<file path="src/rtl/mips_mc_ctrl.sv">
// Multi-cycle MIPS main controller.
// Sequences FETCH -> DECODE -> execute/memory/writeback from the IR op/funct
// fields and drives every datapath enable and mux select. Memory accesses
// stall on i_mem_ready and trap after MEM_TIMEOUT cycles of waiting. Illegal
// op/funct codes also trap. TRAP is left only through reset.
//
// Ports:
//   i_clk, i_rst_n      clock, asynchronous active-low reset
//   i_op, i_funct       IR[31:26], IR[5:0]
//   i_zero              ALU zero flag (consumed by the datapath PC gating)
//   i_mem_ready         memory completes the current access this cycle
//   o_ir_write .. o_pc_source   datapath enables and mux selects
//   o_state             current state encoding (debug)
//   o_trap, o_trap_cause  sticky error flag and its cause (01 illegal, 10 timeout)
module mips_mc_ctrl #(
  parameter int unsigned MEM_TIMEOUT = 255,
  parameter logic [5:0]  OP_MOVE     = 6'b001111
) (
  input  logic       i_clk,
  input  logic       i_rst_n,
  input  logic [5:0] i_op,
  input  logic [5:0] i_funct,
  input  logic       i_zero,
  input  logic       i_mem_ready,
  output logic       o_ir_write,
  output logic       o_pc_write,
  output logic       o_pc_write_cond,
  output logic       o_i_or_d,
  output logic       o_mem_read,
  output logic       o_mem_write,
  output logic       o_reg_write,
  output logic       o_reg_dst,
  output logic [1:0] o_mem_to_reg,
  output logic       o_alu_src_a,
  output logic [1:0] o_alu_src_b,
  output logic [1:0] o_alu_op,
  output logic [1:0] o_pc_source,
  output logic [3:0] o_state,
  output logic       o_trap,
  output logic [1:0] o_trap_cause
);

  localparam int unsigned CNT_W = 8;
  // Last counter value before the timeout fires; reached after MEM_TIMEOUT
  // consecutive not-ready cycles in one wait state.
  localparam logic [CNT_W-1:0] CNT_LIMIT = CNT_W'(MEM_TIMEOUT - 1);

  localparam logic [5:0] OP_RTYPE = 6'b000000;
  localparam logic [5:0] OP_LW    = 6'b100011;
  localparam logic [5:0] OP_SW    = 6'b101011;
  localparam logic [5:0] OP_BEQ   = 6'b000100;
  localparam logic [5:0] OP_J     = 6'b000010;
  localparam logic [5:0] OP_ADDI  = 6'b001000;

  localparam logic [1:0] CAUSE_ILLEGAL = 2'b01;
  localparam logic [1:0] CAUSE_TIMEOUT = 2'b10;

  typedef enum logic [3:0] {
    S_IDLE   = 4'd0,
    S_FETCH  = 4'd1,
    S_DECODE = 4'd2,
    S_MEMADR = 4'd3,
    S_MEMRD  = 4'd4,
    S_MEMWB  = 4'd5,
    S_MEMWR  = 4'd6,
    S_REXE   = 4'd7,
    S_RWB    = 4'd8,
    S_BEQ    = 4'd9,
    S_JMP    = 4'd10,
    S_ADDIEX = 4'd11,
    S_ADDIWB = 4'd12,
    S_MOVWB  = 4'd13,
    S_TRAP   = 4'd15
  } state_t;

  state_t           r_state;
  state_t           w_next;
  logic [CNT_W-1:0] r_wait_cnt;
  logic [CNT_W-1:0] w_wait_nxt;
  logic [1:0]       r_trap_cause;
  logic [1:0]       w_cause_nxt;
  logic             w_mem_wait;
  logic             w_funct_ok;

  // The zero flag only gates the PC load inside the datapath.
  logic w_unused;
  assign w_unused = i_zero;

  // Legal R-type functs: add, sub, and, or, slt.
  always_comb begin
    unique case (i_funct)
      6'h20, 6'h22, 6'h24, 6'h25, 6'h2A: w_funct_ok = 1'b1;
      default:                           w_funct_ok = 1'b0;
    endcase
  end

  // State, wait counter and trap cause registers.
  always_ff @(posedge i_clk or negedge i_rst_n) begin
    if (!i_rst_n) begin
      r_state      <= S_IDLE;
      r_wait_cnt   <= '0;
      r_trap_cause <= 2'b00;
    end else begin
      r_state      <= w_next;
      r_wait_cnt   <= w_wait_nxt;
      r_trap_cause <= w_cause_nxt;
    end
  end

  // Next state and Moore outputs; ir_write/pc_write in FETCH follow mem_ready.
  always_comb begin
    w_next          = r_state;
    w_cause_nxt     = r_trap_cause;
    w_mem_wait      = 1'b0;
    o_ir_write      = 1'b0;
    o_pc_write      = 1'b0;
    o_pc_write_cond = 1'b0;
    o_i_or_d        = 1'b0;
    o_mem_read      = 1'b0;
    o_mem_write     = 1'b0;
    o_reg_write     = 1'b0;
    o_reg_dst       = 1'b0;
    o_mem_to_reg    = 2'b00;
    o_alu_src_a     = 1'b0;
    o_alu_src_b     = 2'b00;
    o_alu_op        = 2'b00;
    o_pc_source     = 2'b00;

    case (r_state)
      S_IDLE: w_next = S_FETCH;

      S_FETCH: begin
        o_mem_read  = 1'b1;
        o_alu_src_b = 2'b01;
        w_mem_wait  = 1'b1;
        if (i_mem_ready) begin
          o_ir_write = 1'b1;
          o_pc_write = 1'b1;
          w_next     = S_DECODE;
        end
      end

      S_DECODE: begin
        o_alu_src_b = 2'b11;
        if (i_op == OP_RTYPE) begin
          if (w_funct_ok) begin
            w_next = S_REXE;
          end else begin
            w_next      = S_TRAP;
            w_cause_nxt = CAUSE_ILLEGAL;
          end
        end else if (i_op == OP_LW || i_op == OP_SW) begin
          w_next = S_MEMADR;
        end else if (i_op == OP_BEQ) begin
          w_next = S_BEQ;
        end else if (i_op == OP_J) begin
          w_next = S_JMP;
        end else if (i_op == OP_ADDI) begin
          w_next = S_ADDIEX;
        end else if (i_op == OP_MOVE) begin
          w_next = S_MOVWB;
        end else begin
          w_next      = S_TRAP;
          w_cause_nxt = CAUSE_ILLEGAL;
        end
      end

      S_MEMADR: begin
        o_alu_src_a = 1'b1;
        o_alu_src_b = 2'b10;
        w_next      = (i_op == OP_LW) ? S_MEMRD : S_MEMWR;
      end

      S_MEMRD: begin
        o_mem_read = 1'b1;
        o_i_or_d   = 1'b1;
        w_mem_wait = 1'b1;
        if (i_mem_ready) w_next = S_MEMWB;
      end

      S_MEMWB: begin
        o_reg_write  = 1'b1;
        o_mem_to_reg = 2'b01;
        w_next       = S_FETCH;
      end

      S_MEMWR: begin
        o_mem_write = 1'b1;
        o_i_or_d    = 1'b1;
        w_mem_wait  = 1'b1;
        if (i_mem_ready) w_next = S_FETCH;
      end

      S_REXE: begin
        o_alu_src_a = 1'b1;
        o_alu_op    = 2'b10;
        w_next      = S_RWB;
      end

      S_RWB: begin
        o_reg_write = 1'b1;
        o_reg_dst   = 1'b1;
        w_next      = S_FETCH;
      end

      S_BEQ: begin
        o_alu_src_a     = 1'b1;
        o_alu_op        = 2'b01;
        o_pc_write_cond = 1'b1;
        o_pc_source     = 2'b01;
        w_next          = S_FETCH;
      end

      S_JMP: begin
        o_pc_write  = 1'b1;
        o_pc_source = 2'b10;
        w_next      = S_FETCH;
      end

      S_ADDIEX: begin
        o_alu_src_a = 1'b1;
        o_alu_src_b = 2'b10;
        w_next      = S_ADDIWB;
      end

      S_ADDIWB: begin
        o_reg_write = 1'b1;
        w_next      = S_FETCH;
      end

      S_MOVWB: begin
        o_reg_write  = 1'b1;
        o_mem_to_reg = 2'b10;
        w_next       = S_FETCH;
      end

      S_TRAP: w_next = S_TRAP;

      default: w_next = S_IDLE;
    endcase

    // A ready in the limit cycle wins; only a still-pending access traps.
    if (w_mem_wait && !i_mem_ready && r_wait_cnt == CNT_LIMIT) begin
      w_next      = S_TRAP;
      w_cause_nxt = CAUSE_TIMEOUT;
    end
  end

  // Count only while holding in a wait state; any transition clears it.
  always_comb begin
    w_wait_nxt = '0;
    if (w_mem_wait && w_next == r_state) w_wait_nxt = r_wait_cnt + CNT_W'(1);
  end

  assign o_state      = 4'(r_state);
  assign o_trap       = (r_state == S_TRAP);
  assign o_trap_cause = r_trap_cause;

endmodule

</file>
<file path="config.mk">
export PLATFORM = sky130hd
export DESIGN_NAME = mips_mc_ctrl
export DESIGN_NICKNAME = d
export VERILOG_FILES = /design/src/rtl/mips_mc_ctrl.sv
export SDC_FILE = /design/constraint.sdc
export NUM_CORES = 1
export LEC_CHECK = 0
export ABC_AREA = 1
export ABC_CLOCK_PERIOD_IN_PS = 1700
export CAP_MARGIN = 20
export CORE_ASPECT_RATIO = 0.8
export CORE_MARGIN = 10
export CORE_UTILIZATION = 44
export DETAILED_ROUTE_END_ITERATION = 16
export MAX_ROUTING_LAYER = met4
export PLACE_DENSITY = 0.79
export SLEW_MARGIN = 10
export SYNTH_ARGS = -nofsm -noshare
export SYNTH_HDL_FRONTEND = slang
export SYNTH_SLANG_ARGS = --single-unit
</file>
<file path="constraint.sdc">
create_clock -name i_clk -period 1.7 [get_ports i_clk]
set_clock_uncertainty 0.15 [all_clocks]
set_input_delay 0.425 -clock i_clk [delete_from_list [all_inputs] [get_ports i_clk]]
set_output_delay 0.425 -clock i_clk [all_outputs]
set_load 0.005 [all_outputs]
</file>
==> results of run 1 <==
[power by group]
group	switching, mW	total [mW]	internal (mW)
Clock	0.118	0.201	0.0824
Combinational	1.46	2.78	1.32
Sequential	0.114	0.510	0.396
Total	1.70	3.49	1.80
[kinds of logic (layout without fill, tap and decap cells)]
family / count (synthesis) / after routing / synth area share [%]
buffers and inverters: 34 / 129 / 12.92
AO/OA/AOI/OAI: 10 / 10 / 6.122
XOR/XNOR: 6 / 6 / 4.762
flip-flops: 14 / 14 / 31.75
adder cells (fa/ha/maj): 2 / 2 / 2.267
AND/OR/NAND/NOR: 88 / 88 / 42.18
[layer usage]
metal | share of wire [%] | GRT usage, % | vias up
li1 | - | - | 683
met1 | 38 | 21.59 | 779
met2 | 49 | 36.65 | 136
met3 | 8.2 | 3.857 | 37
met4 | 5.2 | 9.198 | 0
met5 | 0 | - | -
[final cells by class]
cell class	count	area (um2)	share of cell area [%]
Clock buffer	3	22.52	1.029
Inverter	31	128.9	5.889
Multi-Input combinational cell	106	825.8	37.74
Sequential cell	14	354.1	16.18
Tap cell	36	45.04	2.058
Timing Repair Buffer	95	812.0	37.11
[sequential cells by signal, indices dropped and copies added (netlist names)]
signal / count
o_trap_cause: 2
r_wait_cnt: 8
o_state: 4
[cells in the final DEF, fill, tap and decap left out, types with 3 or more instances in the layout]
cell type	count
nand2_2	8
nand3b_1	3
inv_4	5
buf_4	40
dfrtp_1	11
dlygate4sd2_1	7
buf_2	10
inv_2	12
nand3_4	4
clkdlybuf4s50_1	7
nand2_4	7
nand4_1	10
inv_1	14
xor2_1	5
nor2_4	9
dfrtp_2	3
nand2_1	12
nor2_1	11
nand3_1	8
buf_6	24
clkbuf_4	3
clkbuf_2	3
nor2_2	12
[worst paths after layout]
path / to / from / slack, ns / cells past startpoint
max: o_alu_src_b[1] / o_state[3]$_DFF_PN0_ / -0.32 / 6
min: r_wait_cnt[1]$_DFF_PN0_ / i_rst_n / 0.35 / 2
max reg2reg: r_wait_cnt[2]$_DFF_PN0_ / o_state[0]$_DFF_PN0_ / -0.27 / 12
min reg2reg: o_trap_cause[1]$_DFFE_PN0P_ / o_trap_cause[1]$_DFFE_PN0P_ / 0.36 / 2
max in group asynchronous: o_state[0]$_DFF_PN0_ / i_rst_n / 0.86 / 2
min in group i_clk: o_trap_cause[1]$_DFFE_PN0P_ / o_trap_cause[1]$_DFFE_PN0P_ / 0.36 / 2
[critical path, stage by stage, from the launching register on]
cell and delay [ns]:
dfrtp_2 0.48, nor2_4 0.21, inv_2 0.07, nor2_4 0.13, inv_2 0.07, o21ai_2 0.05, buf_2 0.13
[repair_timing]
| item | 4_1_cts | 5_1_grt |
|---|---|---|
| resized for setup | 158 | 39 |
| setup endpoints to repair | 36 | 34 |
| hold buffers | 0 | 0 |
| pin swaps | 24 | 18 |
| setup buffers | 17 | 10 |
[stage by stage]
step | hold WS [ns] | area [um2]
after detailed placement | 0.3430 | 1765
after global placement | 0.3181 | 1765
after floorplan | -0.02059 | 1104
after global routing | 0.3743 | 2188
after CTS | 0.3031 | 2016
final | 0.3488 | 2188
==> results.ini, run 1 <==
[status]
status = finished, violations left
violations = setup timing

[place]
port_buffers = 38
gp_congestion = 0.9331
post-place-cells = 260
dp_hpwl_mm = 3.290
post-place-ws_ns = -0.5993

[clock_network]
cts_tree = yes
cts_buffer_depth = 2
path_clk_slew_ns = 0.09
clkLatencyLatePin_ns = 0.29
h-tree-depth = 1
clock-sinks = 14
ctsRootBufferMaster = clkbuf_4
numCtsBuffers = 3

[global_routing]
grt_pass1_wl_mm = 8.100
grt_pass1_vias = 1604
grt_use_total_pct = 20.42
overflow = 0
grt_max_degree = 15
antenna_found_initial = 0

[power_and_ir_drop]
irDropWorstVdd_mv = 0.9057
p_per_area_nw_per_um2 = 1597
design_power_total_mw = 3.495
power.leakage_nw = 1.148

[flow_run]
drv_cap = 0

[yosys]
yosysSeqAreaShare_pct = 31.75
syn_nets = 172
synth_commonest_cells = 30 x inv_1, 28 x nor2_1, 22 x nand2_1
synth_cell_type_count = 27
synthesis.area_um2 = 1104
synth_area_leader_cell = dfrtp_1
synth_area_leaders = dfrtp_1 32%, inv_1 10%, nor2_1 9.5%
async_flop_share_pct = 100.0
ys_ff_latch = 14
yosysTopAreaCellShare_pct = 31.75
yosys.cell_count.top_type = inv_1
synthCells = 154
synth_edf_count = 0
syn_avg_cell_area_um2 = 7.166
synth_ff_type = dfrtp_1
yosysWarnings = 0

[sta]
finalCritPeriodShare_pct = 118.6
hold_viol = 0
final_max_slew_viol_count = 0
relSlewSlack_pct = 79.58
final.min_clock_period_ns = 2.017
max_freq_mhz = 495.8
finalSetupViolations = 30
setup_slack_ns = -0.3170
tns_ns = -6.011
rsz0062_at_grt = yes
tightest_slew_ns = 0.3052

[routing]
drt_pass1_iterations = 4
drc = 0
vias = 1635
viasPerCell = 5.737
avgRoutedWirePerCell_um = 21.07
wl_mm = 6.006
drt_iter0_drc = 107
ant_nets = 0

[die]
rows = 16
die_area_um2 = 4924
start_util_pct = 45.56
io_pins = 40
core_area_um2 = 2422
die_y_um = 64.80
die_w_um = 75.99

[worst_setup_path]
worstPathMaxFanout = 4
cp.required_ns = 1.12
crit_path_start_kind = flop
cp.arrival_ns = 1.44
end_kind = output port
critPathKind = reg -> out

[cells_and_area]
fill_cells = 111
instances_no_fill = 285
nets = 269
post-route-util_pct = 90.34
area_delta_synth_final_pct = 98.30
drive_above_1_share_pct = 60.24
antenna_cells = 0

[hold_path]
hold_class = in -> async

Power figures use the tool's default switching activity.
==> run 2: changes to the inputs <==
GPL_TIMING_DRIVEN = 0   (was unset)
==> run 2 against run 1 <==
Compared with the run above: the flow still finishes with violations (setup timing); flip-flop and latch count is the same; sequential share of layout area is 0.28 points higher; sequential power down 7.8%; largest cell class unchanged.
==> results.ini, run 2 (synthesized netlist as in run 1, its figures left out) <==
[routing]
viasPerCell = 5.633  ; was 5.737
wl_mm = 5.925  ; was 6.006 mm
drc = 0  ; unchanged
avgRoutedWirePerCell_um = 21.31  ; was 21.07 um
ant_nets = 0  ; unchanged
vias = 1566  ; was 1635
drt_iter0_drc = 127  ; was 107
drt_pass1_iterations = 7  ; was 4

[cells_and_area]
layout.cells.most_common = buf_4  ; unchanged
layout_common_cells = 32 x buf_4, 24 x buf_6, 14 x nor2_1, 14 x nand2_1, 13 x inv_1  ; was 40 x buf_4, 24 x buf_6, 14 x inv_1
largest_reg_flops = 8  ; unchanged
instances_no_fill = 278  ; was 285
fill_cells = 95  ; was 111
stdcell_area_um2 = 2143  ; was 2188 um2
area_delta_synth_final_pct = 94.22  ; was 98.30%
drive_above_1_share_pct = 57.44  ; was 60.24%
regMostFlops = r_wait_cnt  ; unchanged
antenna_cells = 0  ; unchanged
nets = 261  ; was 269

[worst_setup_path]
path_delay_family = simple AND/OR/NAND/NOR gates  ; was flip-flops
r2r_start = o_state[2]$_DFF_PN0_  ; was o_state[0]$_DFF_PN0_
cp.arrival_ns = 2.13  ; was 1.44 ns
crit_buf_inv = 2  ; was 3
end_kind = flop  ; was output port
cp-startpoint = i_funct[5]  ; was o_state[3]$_DFF_PN0_
max_stage_delay_ns = 0.49  ; was 0.48 ns
cp.required_ns = 1.76  ; was 1.12 ns
critPathKind = in -> reg  ; was reg -> out
cp_slowest_cell = clkdlybuf4s50_1  ; was dfrtp_2
path_cells = clkdlybuf4s50_1 -> inv_1 -> nor2_1 -> nand2_1 -> nor2_1 -> nand2_1 -> nand3_4 -> nand3_4 -> a21oi_4 -> nand2_4 -> nor2_2  ; was nor2_4 -> inv_2 -> nor2_4 -> inv_2 -> o21ai_2 -> buf_2
r2r_slack_ns = -0.34  ; was -0.27 ns
worstPathMaxFanout = 8  ; was 4
crit_path_start_kind = primary input  ; was flop

[place]
port_buffers = 38  ; unchanged
dp_hpwl_mm = 2.569  ; was 3.290 mm
post-place-cells = 228  ; was 260
post-place-ws_ns = -0.6702  ; was -0.5993 ns
place_area_um2 = 1529  ; was 1765 um2
gp_congestion = 0.8838  ; was 0.9331

[global_routing]
grt_pass1_vias = 1483  ; was 1604
grt_use_total_pct = 18.56  ; was 20.42%
antenna_found_initial = 0  ; unchanged
overflow = 0  ; unchanged
grt_max_degree = 15  ; unchanged
grt_pass1_wl_mm = 7.341  ; was 8.100 mm

[clock_network]
cts_buffer_depth = 2  ; unchanged
h-tree-depth = 1  ; unchanged
postCtsHoldBufs = 0  ; unchanged
path_clk_slew_ns = 0.09  ; about the same
clock-sinks = 14  ; unchanged
ctsRootBufferMaster = clkbuf_4  ; unchanged
clkLatencyLatePin_ns = 0.28  ; was 0.29 ns
numCtsBuffers = 3  ; unchanged
cts_tree = yes  ; unchanged

[power_and_ir_drop]
power.leakage_nw = 1.102  ; was 1.148 nW
irDropWorstVdd_mv = 0.7057  ; was 0.9057 mV
p_per_area_nw_per_um2 = 1744  ; was 1597 nW/um2

[sta]
tns_ns = -9.206  ; was -6.011 ns
setup_slack_ns = -0.3702  ; was -0.3170 ns
max_freq_mhz = 483.0  ; was 495.8 MHz
tightest_slew_ns = 0.6252  ; was 0.3052 ns
finalCritPeriodShare_pct = 121.8  ; was 118.6%
relSlewSlack_pct = 58.19  ; was 79.58%
hold_viol = 0  ; unchanged
rsz0062_at_grt = yes  ; unchanged
final.min_clock_period_ns = 2.070  ; was 2.017 ns
finalSetupViolations = 34  ; was 30
final_max_slew_viol_count = 0  ; unchanged

[hold_path]
hold_class = reg -> reg  ; was in -> async
min-delay-start = r_wait_cnt[0]$_DFF_PN0_

[die]
io_pins = 40  ; unchanged
start_util_pct = 45.56  ; unchanged
die_y_um = 64.80  ; unchanged
die_area_um2 = 4924  ; unchanged
die_w_um = 75.99  ; unchanged
core_area_um2 = 2422  ; unchanged
rows = 16  ; unchanged

[status]
status = finished, violations left  ; unchanged
violations = setup timing  ; unchanged

[flow_run]
drv_cap = 0  ; unchanged

==> run 2: layer usage <==
metal  GRT usage (%)  wire [um]
met1           20.11       2115
met2           31.99       2749
met3           4.821        590
met4           7.547        470
met5               -          0
==> run 2: worst register-to-register path: stages (launching register included) <==
cell     delay [ns]
dfrtp_2        0.47
inv_2          0.10
nor2_4         0.04
buf_4          0.13
buf_6          0.11
buf_4          0.15
nand3_1        0.10
nand3_2        0.10
nor2_4         0.14
nand3_2        0.09
nand2_2        0.07
nand2_2        0.07
nand2_4        0.14
nor2_1         0.06
==> run 2: metrics by stage <==
stage	total power, mW	util, %	hold WS, ns
after CTS	3.063	82.64	0.3410
after detailed placement	1.823	63.12	0.3284
after floorplan	1.251	-	-0.02059
after global placement	1.810	63.12	0.3149
after global routing	3.868	88.48	0.3738
final	3.739	88.48	0.3513
==> run 2: power by group <==
part	leakage (nW)	internal (mW)	switching, mW
Sequential	0.182	0.394	0.0759
Combinational	0.900	1.46	1.57
Clock	0.0210	0.130	0.113
==> run 2: path summary, 6_finish.rpt <==
kind	endpoint	cells after the start
max	r_wait_cnt[3]$_DFF_PN0_	11
min	r_wait_cnt[0]$_DFF_PN0_	1
max reg2reg	r_wait_cnt[6]$_DFF_PN0_	13
min reg2reg	r_wait_cnt[0]$_DFF_PN0_	1
max in group asynchronous	o_state[2]$_DFF_PN0_	1
min in group asynchronous	r_wait_cnt[4]$_DFF_PN0_	1
==> run 2: what timing repair did <==
| item | CTS | global route |
|---|---|---|
| endpoints found under the hold margin | 0 | 0 |
| endpoints found under the setup margin | 36 | 34 |
| buffers inserted | 42 | 8 |
| cloned | 0 | 0 |
| pin swaps | 25 | 18 |
| resized for setup | 160 | 30 |
==> run 2: final cells by class <==
class                      instances  area, um2  share of cell area (%)
multi-input combinational        106      824.5                   38.47
clock buffer                       4      36.28                   1.693
inverter                          31      136.4                   6.363
buffer                             3      33.78                   1.576
timing repair buffer              84      714.4                   33.33
sequential                        14      352.8                   16.46
tap                               36      45.04                   2.102
